--- src/rtl/ps2_key_tracker.sv ---
// PS/2 set-2 receiver and decoder that keeps a four-slot table of currently held keys.
// Latency: scan_byte/scan_strobe 1 cycle after stop-bit edge detection; slots and overflow 1 cycle later.
// Backpressure: none; the keyboard cannot be stalled, so bad frames pulse frame_err and extra makes pulse overflow.
module ps2_key_tracker #(
  parameter int FILTER_LEN = 8,
  parameter int TIMEOUT    = 50000
) (
  input  logic       Clk,
  input  logic       Reset,
  input  logic       ps2_clk,
  input  logic       ps2_data,
  output logic [7:0] keycode,
  output logic [7:0] keycode2,
  output logic [7:0] keycode3,
  output logic [7:0] keycode4,
  output logic [7:0] scan_byte,
  output logic       scan_strobe,
  output logic       frame_err,
  output logic       overflow
);

  localparam int FW = $clog2(FILTER_LEN + 1);
  localparam int TW = $clog2(TIMEOUT + 1);

  typedef enum logic [1:0] {RX_IDLE, RX_DATA, RX_PARITY, RX_STOP} rx_state_t;
  typedef enum logic [2:0] {DEC_NORM, DEC_E0, DEC_F0, DEC_E0F0, DEC_SKIP} dec_state_t;

  logic          clk_s1, clk_s2, dat_s1, dat_s2;
  logic [FW-1:0] filt_cnt;
  logic          filt_clk, filt_clk_d;
  logic          fall;

  rx_state_t     rx_state, rx_next;
  logic [2:0]    bit_cnt;
  logic [7:0]    shreg;
  logic          parity_ok;
  logic [TW-1:0] to_cnt;
  logic          timed_out;
  logic          shift_en, cnt_clr, par_load, byte_ok, rx_err;

  dec_state_t    dec_state, dec_next;
  logic [2:0]    skip_cnt, skip_next;
  logic          do_make, do_break, do_clear;
  logic [7:0]    key;

  logic [7:0]    slot      [4];
  logic [7:0]    slot_next [4];
  logic          ovf_next;
  logic          hit, has_free;
  logic [1:0]    free_idx;

  // Idle bus level is high, so the synchronizers reset to 1 to avoid a phantom edge.
  always_ff @(posedge Clk or posedge Reset) begin
    if (Reset) begin
      clk_s1 <= 1'b1;
      clk_s2 <= 1'b1;
      dat_s1 <= 1'b1;
      dat_s2 <= 1'b1;
    end else begin
      clk_s1 <= ps2_clk;
      clk_s2 <= clk_s1;
      dat_s1 <= ps2_data;
      dat_s2 <= dat_s1;
    end
  end

  always_ff @(posedge Clk or posedge Reset) begin
    if (Reset) begin
      filt_cnt   <= '0;
      filt_clk   <= 1'b1;
      filt_clk_d <= 1'b1;
    end else begin
      filt_clk_d <= filt_clk;
      if (clk_s2 == filt_clk) begin
        filt_cnt <= '0;
      end else if (filt_cnt == FW'(FILTER_LEN - 1)) begin
        filt_clk <= clk_s2;
        filt_cnt <= '0;
      end else begin
        filt_cnt <= filt_cnt + FW'(1);
      end
    end
  end

  assign fall = filt_clk_d & ~filt_clk;

  always_comb begin
    rx_next   = rx_state;
    shift_en  = 1'b0;
    cnt_clr   = 1'b0;
    par_load  = 1'b0;
    byte_ok   = 1'b0;
    rx_err    = 1'b0;
    timed_out = (rx_state != RX_IDLE) && !fall && (to_cnt == TW'(TIMEOUT - 1));
    case (rx_state)
      RX_IDLE: begin
        if (fall) begin
          if (!dat_s2) begin
            rx_next = RX_DATA;
            cnt_clr = 1'b1;
          end else begin
            rx_err = 1'b1;
          end
        end
      end
      RX_DATA: begin
        if (fall) begin
          shift_en = 1'b1;
          if (bit_cnt == 3'd7) rx_next = RX_PARITY;
        end
      end
      RX_PARITY: begin
        if (fall) begin
          par_load = 1'b1;
          rx_next  = RX_STOP;
        end
      end
      RX_STOP: begin
        if (fall) begin
          rx_next = RX_IDLE;
          if (parity_ok && dat_s2) byte_ok = 1'b1;
          else                     rx_err  = 1'b1;
        end
      end
      default: rx_next = RX_IDLE;
    endcase
    if (timed_out) begin
      rx_next = RX_IDLE;
      rx_err  = 1'b1;
    end
  end

  always_ff @(posedge Clk or posedge Reset) begin
    if (Reset) rx_state <= RX_IDLE;
    else       rx_state <= rx_next;
  end

  always_ff @(posedge Clk or posedge Reset) begin
    if (Reset) begin
      bit_cnt     <= '0;
      shreg       <= '0;
      parity_ok   <= 1'b0;
      to_cnt      <= '0;
      scan_byte   <= '0;
      scan_strobe <= 1'b0;
      frame_err   <= 1'b0;
    end else begin
      if (cnt_clr)       bit_cnt <= '0;
      else if (shift_en) bit_cnt <= bit_cnt + 3'd1;
      if (shift_en) shreg <= {dat_s2, shreg[7:1]};
      // Odd parity: data bits plus parity bit must XOR to 1.
      if (par_load) parity_ok <= ^{dat_s2, shreg};
      if (fall || rx_state == RX_IDLE || timed_out) to_cnt <= '0;
      else                                          to_cnt <= to_cnt + TW'(1);
      scan_strobe <= byte_ok;
      if (byte_ok) scan_byte <= shreg;
      frame_err <= rx_err;
    end
  end

  always_comb begin
    dec_next  = dec_state;
    skip_next = skip_cnt;
    do_make   = 1'b0;
    do_break  = 1'b0;
    do_clear  = 1'b0;
    key       = scan_byte;
    if (scan_strobe) begin
      case (dec_state)
        DEC_NORM: begin
          case (scan_byte)
            8'hE0: dec_next = DEC_E0;
            8'hF0: dec_next = DEC_F0;
            8'hE1: begin
              dec_next  = DEC_SKIP;
              skip_next = 3'd7;
            end
            8'hAA: do_clear = 1'b1;
            8'hFA, 8'hFE, 8'hEE, 8'h00, 8'hFF, 8'h83: begin
            end
            default: do_make = 1'b1;
          endcase
        end
        DEC_E0: begin
          if (scan_byte == 8'hF0) begin
            dec_next = DEC_E0F0;
          end else begin
            dec_next = DEC_NORM;
            key      = scan_byte | 8'h80;
            do_make  = (scan_byte != 8'h12);
          end
        end
        DEC_F0: begin
          dec_next = DEC_NORM;
          do_break = 1'b1;
        end
        DEC_E0F0: begin
          dec_next = DEC_NORM;
          key      = scan_byte | 8'h80;
          do_break = (scan_byte != 8'h12);
        end
        DEC_SKIP: begin
          skip_next = skip_cnt - 3'd1;
          if (skip_cnt <= 3'd1) dec_next = DEC_NORM;
        end
        default: dec_next = DEC_NORM;
      endcase
    end
  end

  always_ff @(posedge Clk or posedge Reset) begin
    if (Reset) begin
      dec_state <= DEC_NORM;
      skip_cnt  <= '0;
    end else begin
      dec_state <= dec_next;
      skip_cnt  <= skip_next;
    end
  end

  always_comb begin
    hit      = 1'b0;
    has_free = 1'b0;
    free_idx = 2'd0;
    ovf_next = 1'b0;
    for (int i = 0; i < 4; i++) begin
      slot_next[i] = slot[i];
      if (slot[i] == key) hit = 1'b1;
    end
    // Scan downward so the lowest-numbered empty slot wins.
    for (int i = 3; i >= 0; i--) begin
      if (slot[i] == 8'h00) begin
        has_free = 1'b1;
        free_idx = 2'(i);
      end
    end
    if (do_clear) begin
      for (int i = 0; i < 4; i++) slot_next[i] = 8'h00;
    end else if (do_make && !hit) begin
      if (has_free) slot_next[free_idx] = key;
      else          ovf_next = 1'b1;
    end else if (do_break) begin
      for (int i = 0; i < 4; i++) begin
        if (slot[i] == key) slot_next[i] = 8'h00;
      end
    end
  end

  always_ff @(posedge Clk or posedge Reset) begin
    if (Reset) begin
      for (int i = 0; i < 4; i++) slot[i] <= 8'h00;
      overflow <= 1'b0;
    end else begin
      for (int i = 0; i < 4; i++) slot[i] <= slot_next[i];
      overflow <= ovf_next;
    end
  end

  assign keycode  = slot[0];
  assign keycode2 = slot[1];
  assign keycode3 = slot[2];
  assign keycode4 = slot[3];

endmodule
--- config.mk ---
export PLATFORM = sky130hd
export DESIGN_NAME = ps2_key_tracker
export DESIGN_NICKNAME = d
export VERILOG_FILES = /design/src/rtl/ps2_key_tracker.sv
export SDC_FILE = /design/constraint.sdc
export NUM_CORES = 1
export LEC_CHECK = 0
export CORE_ASPECT_RATIO = 1.5
export CORE_UTILIZATION = 30
export DETAILED_ROUTE_END_ITERATION = 6
export GPL_TIMING_DRIVEN = 0
export SYNTH_ARGS = -nofsm -noshare
export SYNTH_HDL_FRONTEND = slang
export SYNTH_SLANG_ARGS = --single-unit
--- constraint.sdc ---
create_clock -name Clk -period 6.5 [get_ports Clk]
set_input_delay 1.3 -clock Clk [delete_from_list [all_inputs] [get_ports Clk]]
set_output_delay 1.3 -clock Clk [all_outputs]
set_load 0.02 [all_outputs]
==> results of run 1 <==
==> logic make-up (layout without fill, tap and decap cells) <==
logic type      count (synthesis)  count (layout)  synth area share [%]
mux                            27              27                  6.73
buf+inv                        31              94                  3.05
flops                          89              89                  48.6
compound gates                 63              63                  9.86
fa+ha+maj                      10              10                  2.72
xor+xnor                       56              56                  10.7
simple gates                  167             167                  18.3
==> where the power goes <==
group	internal (mW)	switching, mW	leakage, nW
registers	0.593	0.0268	1.21
logic	0.0610	0.100	1.14
clock network	0.415	0.222	0.180
total	1.07	0.349	2.54
==> how the worst min path moves through the flow <==
stage,start,end,cells after the start,slack (ns)
2_1_floorplan,clk_s1,clk_s2,0,0.35
3_3_place_gp,clk_s1,clk_s2,0,0.35
6_report,clk_s1,clk_s2,0,0.36
4_1_cts,clk_s1,clk_s2,0,0.36
3_5_place_dp,clk_s1,clk_s2,0,0.35
5_1_grt,clk_s1,clk_s2,0,0.36
==> layout by cell type (no fill, tap or decap), types with 5 or more instances in the layout <==
cell	count
a21oi_1	8
a22o_1	24
and3_1	12
buf_2	7
clkbuf_1	5
clkbuf_16	9
clkdlybuf4s50_1	46
dfrtp_1	83
dfstp_2	6
ha_1	10
inv_1	15
mux2_2	17
mux2i_1	8
nand2_1	40
nand3_1	17
nand4_1	9
nor2_1	36
nor3_1	19
nor4_1	7
o21ai_0	14
xnor2_1	48
xor2_1	8
==> routing by layer <==
metal / share of wire, % / global-route usage [%]
met5: 0 / 0
met4: 3.3 / 7.11
met3: 3.5 / 3.27
met2: 54 / 27.1
met1: 39 / 16.9
==> registers in the layout (all words and copies together) (netlist names), 4 cells and up <==
signal / count
filt_cnt: 4
keycode: 8
keycode2: 8
keycode3: 8
keycode4: 8
scan_byte: 8
shreg: 8
to_cnt: 16
==> cell type report <==
class	instances	area [sq um]
sequential	89	2230
timing repair buffer	47	488
buffer	15	80.1
multi-input combinational	323	2220
fill	1508	9300
inverter	16	62.6
clock inverter	7	143
clock buffer	9	225
tap	199	249
==> stage by stage <==
stage	util [%]	std cells
5_1_grt	38.0	705
2_1_floorplan	-	443
6_report	38.0	705
4_1_cts	38.0	705
3_3_place_gp	35.4	688
3_5_place_dp	35.6	689
==> run metrics, run 1 <==
status=finished, final reports clean; worst-margin pin slew=~0.69 ns; CP max stage delay=about 0.52 ns; GR Util All Layers=around 15%; IO Port Bufs=46; CTS clk-pin slew, worst paths=approximately 0.070 ns; FF-to-FF path depth=10; startpoint types=register; crit path DAT=3.38 ns; post-synth top area share=45.2%; FF-to-FF Start=scan_byte[1]; share of cells above drive strength 1=12.3%; top_reg_cell synth=dfrtp_1; Tcrit/Tclk final=between 40% and 50%; drt wl/cell=around 16 um; Max Root-Sink Buffers=2; CP cell instances=buf_2, nor2_1, o211ai_1, o311ai_0, o21a_1, or4_1, buf_6, mux2i_4, o21ai_2, mux2_4; Synth area leaders=dfrtp_1 (45%), xnor2_1 (9.2%), a22o_1 (4.6%), mux2_2 (4.2%), dfstp_2 (3.4%); CP max FO=10; MaxCap Viol Count=0; PwrDens=between 200 and 250 mW/mm^2; Max Freq=between 300 and 400 MHz; Leakage Power=~2.5 nW; Final setup violation count=0; cts hold-fix bufs=0; drt pass-1 iters=4; vias in the first global route=3,588; Initial Utilization=a little over 30%; Netlist cell types=48; RSZ-0062 raised after global routing=no; Pwr Total=about 1.4 mW; Fin. Hold Viols=0; Levels on crit path=10; initial antenna violation count=0; CP Class=reg -> reg; post-synth top area cell=dfrtp_1; synthesized instance count=roughly 440; skew final=around 0.0083 ns; average cell area after synthesis=10.4 sq um; post-cts sizing count=0; Worst Hold Class=reg -> reg; min Tclk post-route=about 3.2 ns; Place WS=~3.4 ns; Ys Warns=0; Slew Viols, Final=0; most common cell in the netlist=dfrtp_1; flop2flop setup slack=about 3.3 ns; Final ANT Viol Nets=0; critical path's slowest cell=dfrtp_1; CTS tree=done; # nets final=~520; DRC viols=0; Core Box Area=between 0.015 and 0.02 sq mm; n_diodes=0; Worst VDD drop=around 0.11 mV; ys async rst share=100%; CP delay by family, top=compound AO/OA/AOI/OAI gates; Final HPWL DP=roughly 8100 um; I/O pin cnt=47; top cells by count, synth=dfrtp_1 (83), xnor2_1 (48), nand2_1 (40); H-tree lvl count=3; synthesis-to-finish area growth=24.1%; Final TNS setup=0 ns; Post-CTS Setup Inserts=0; Post-synth EDFFs=0; worst setup path end=keycode[7]; Die Ht=around 150 um; Crit. Startpoint=scan_byte[1]; CTS Sinks=89; total CTS buffers=9; Relative slew margins=53.8%; hold slack=approximately 0.36 ns; PnR worst setup slack=roughly 3.3 ns; WP buf/inv=2; gr ovfl total=0; Syn Nets=457; Die W=103 um; endpoint class of the critical path=register; RR Endpoint=keycode[7]; row count=55; Seq/Total Area, Yosys=48.6%; first-pass GRT wire length=18,600 um; CTS root buffer=clkbuf_16; clk_lat worst skew=about 0.34 ns; die area=between 0.015 and 0.02 sq mm; Mapped Area=between 0.004 and 0.005 sq mm; via count=~3,500; DR vias/cell=between 4 and 5; largest net degree at the start of global routing=66; DP Area=0.00533 sq mm; final wirelength=between 10,000 and 15,000 um; routability cong.=between 0.8 and 0.9; WP data required=around 6.7 ns; initial drt markers=between 150 and 200; Yosys reg bits=just under 90; post-layout instance area=0.00570 sq mm
No activity file was read; power rests on OpenSTA's default activity.
==> run 2, diff against run 1 <==
clock period = 3.1 ns   (was 6.5 ns; I/O delays follow)
==> run 2 against run 1 <==
Effect of this change: critical endpoint is now keycode[0]; sequential share of layout area shrank 0.65 points; flip-flop and latch count unchanged; cell count increased by 0.99%; critical path type unchanged; clock skew is 0.00085 ns lower; global-route usage unchanged; count of clock-buffer cells in the layout unchanged; final area rose by 1.8%; register-to-register slack got worse by 3.3 ns; largest power group unchanged; sequential power grew 110%; wire length rose by 0.57%; critical path depth up 2.
==> run metrics, run 2 (synthesized netlist as in run 1, its figures left out) <==
startpoint types=register; largest net degree at the start of global routing=66; # nets final=~520; final wirelength=11,400 um; DRC viols=0; total CTS buffers=9; via count=between 3,000 and 4,000; CP delay by family, top=simple AND/OR/NAND/NOR gates; largest register by flop count=to_cnt; initial drt markers=roughly 170; fin cells=just over 700; Worst Hold Class=reg -> reg; Hold EP=clk_s2; WP data required=~3.4 ns; I/O pin cnt=47; share of cells above drive strength 1=between 10 and 15%; hold slack=0.356 ns; crit path DAT=approximately 3.3 ns; Die W=103 um; skew final=about 0.0074 ns; NetSw=0.726 mW; FF-to-FF path depth=12; CTS Sinks=89; Final setup violation count=0; Initial Utilization=a little under a third; cts hold-fix bufs=0; drt wl/cell=roughly 16 um; fill cell count=between 1,500 and 2,000; Max Root-Sink Buffers=2; max reg flops=16; Final HPWL DP=around 8000 um; CP max stage delay=0.52 ns; PnR worst setup slack=between 0.08 and 0.09 ns; Worst VDD drop=roughly 0.24 mV; Place WS=about 0.028 ns; row count=55; DR vias/cell=approximately 5.0; synthesis-to-finish area growth=26.3%; Relative slew margins=a little over half; CTS tree=done; MaxCap Viol Count=0; status=finished, final reports clean; min Tclk post-route=roughly 3 ns; GR Util All Layers=approximately 15%; gr ovfl total=0; Internal=between 2 and 2.5 mW; n_diodes=0; most common cell after layout, fill and taps aside=dfrtp_1; PwrDens=~500 mW/mm^2; flip-flop and latch area=approximately 0.0022 sq mm; routability cong.=0.823; Sw Share=roughly a quarter; die area=0.0158 sq mm; WP buf/inv=4; CP max FO=10; FF-to-FF Start=scan_byte[7]; CTS root buffer=clkbuf_16; Core Box Area=between 0.015 and 0.02 sq mm; initial antenna violation count=0; worst-margin pin slew=~0.7 ns; flop2flop setup slack=0.08 ns; Logic pwr share=11.4%; multi-input logic area=0.00224 sq mm; clk_lat worst skew=approximately 0.34 ns; vias in the first global route=between 3,000 and 4,000; Hold Startpoint=clk_s1; Pwr Total=2.97 mW; Die Ht=around 150 um; CTS clk-pin slew, worst paths=around 0.070 ns; endpoint class of the critical path=register; Fin. Hold Viols=0; drt pass-1 iters=4; first-pass GRT wire length=approximately 19,000 um; CP Class=reg -> reg; sequential share of power=43.8%; Max Freq=between 300 and 400 MHz; Slew Viols, Final=0; most frequent cells in the layout=dfrtp_1 (82), xnor2_1 (48), clkdlybuf4s50_1 (46); IO Port Bufs=46; Placed Cells=a little under 700; RR Endpoint=keycode[0]; critical path's slowest cell=or4_1; Clock power frac=44.9%; Crit. Startpoint=scan_byte[7]; CP cell instances=buf_2, and3_1, o211ai_1, o311ai_0, o21a_1, or4_1, buf_6, mux2i_4, buf_12, o21ai_4, buf_4, mux2i_1; worst hold stages=0; H-tree lvl count=3; Leakage Power=~2.6 nW; Final ANT Viol Nets=0; Tcrit/Tclk final=between 90% and 100%
## run 2: how the worst max path moves through the flow
stage / slack (ns) / depth (start not counted) / endpoint
floorplan: 0.18 / 1 / bit_cnt[0]
detailed placement: 0.03 / 10 / keycode[7]
global route: -0.06 / 12 / keycode[0]
global placement: -1.25 / 2 / keycode4[6]
finish: 0.08 / 12 / keycode[0]
CTS: 0.01 / 10 / keycode[7]
## run 2: metrics by stage
stage	TNS [ns]	cell area, sq um	utilization [%]
finish	0	5800	38.7
global route	-0.0684	5800	38.7
CTS	0	5700	38.0
detailed placement	0	5330	35.6
global placement	-104.72	5300	35.4
floorplan	0	4590	-
## run 2: worst register-to-register path: cells and delay by family, from the launching register on
family	cells	cell delay, ns
AOI/OAI and AO/OA	4	0.70
buffers and inverters	4	0.68
DFF	1	0.42
muxes	2	0.41
and+or+nand+nor	2	0.72
## run 2: per-layer routing
layer / global-route usage [%] / share of wire [%] / vias to the layer above
li1: - / - / 1684
met1: 16.9 / 39 / 1742
met2: 27.1 / 55 / 90
met3: 3.27 / 3.6 / 20
met4: 7.11 / 2.9 / 0
met5: 0 / 0 / -
## run 2: what timing repair did
action,CTS,global route
setup endpoints to repair,0,32
setup buffers,0,7
gates resized for setup,0,8
## run 2: final cells by class
cell class / count / area share (%)
inverters: 16 / 1.08
well taps: 199 / 4.29
flip-flops and latches: 89 / 38.5
clock inverters: 7 / 2.46
multi-input cells: 323 / 38.6
repair buffers: 54 / 9.53
plain buffers: 15 / 1.57
clock buffers: 9 / 3.88
## run 2: power by group through the flow
| stage | Combinational [mW] | Sequential (mW) | Clock [mW] |
|---|---|---|---|
| final | 0.337 | 1.30 | 1.33 |
| after global routing | 0.397 | 1.31 | 1.41 |
| after CTS | 0.345 | 1.30 | 1.36 |
| after detailed placement | 0.342 | 1.32 | 0 |
| after global placement | 0.324 | 1.32 | 0 |
| after floorplan | 0.257 | 1.31 | 0 |
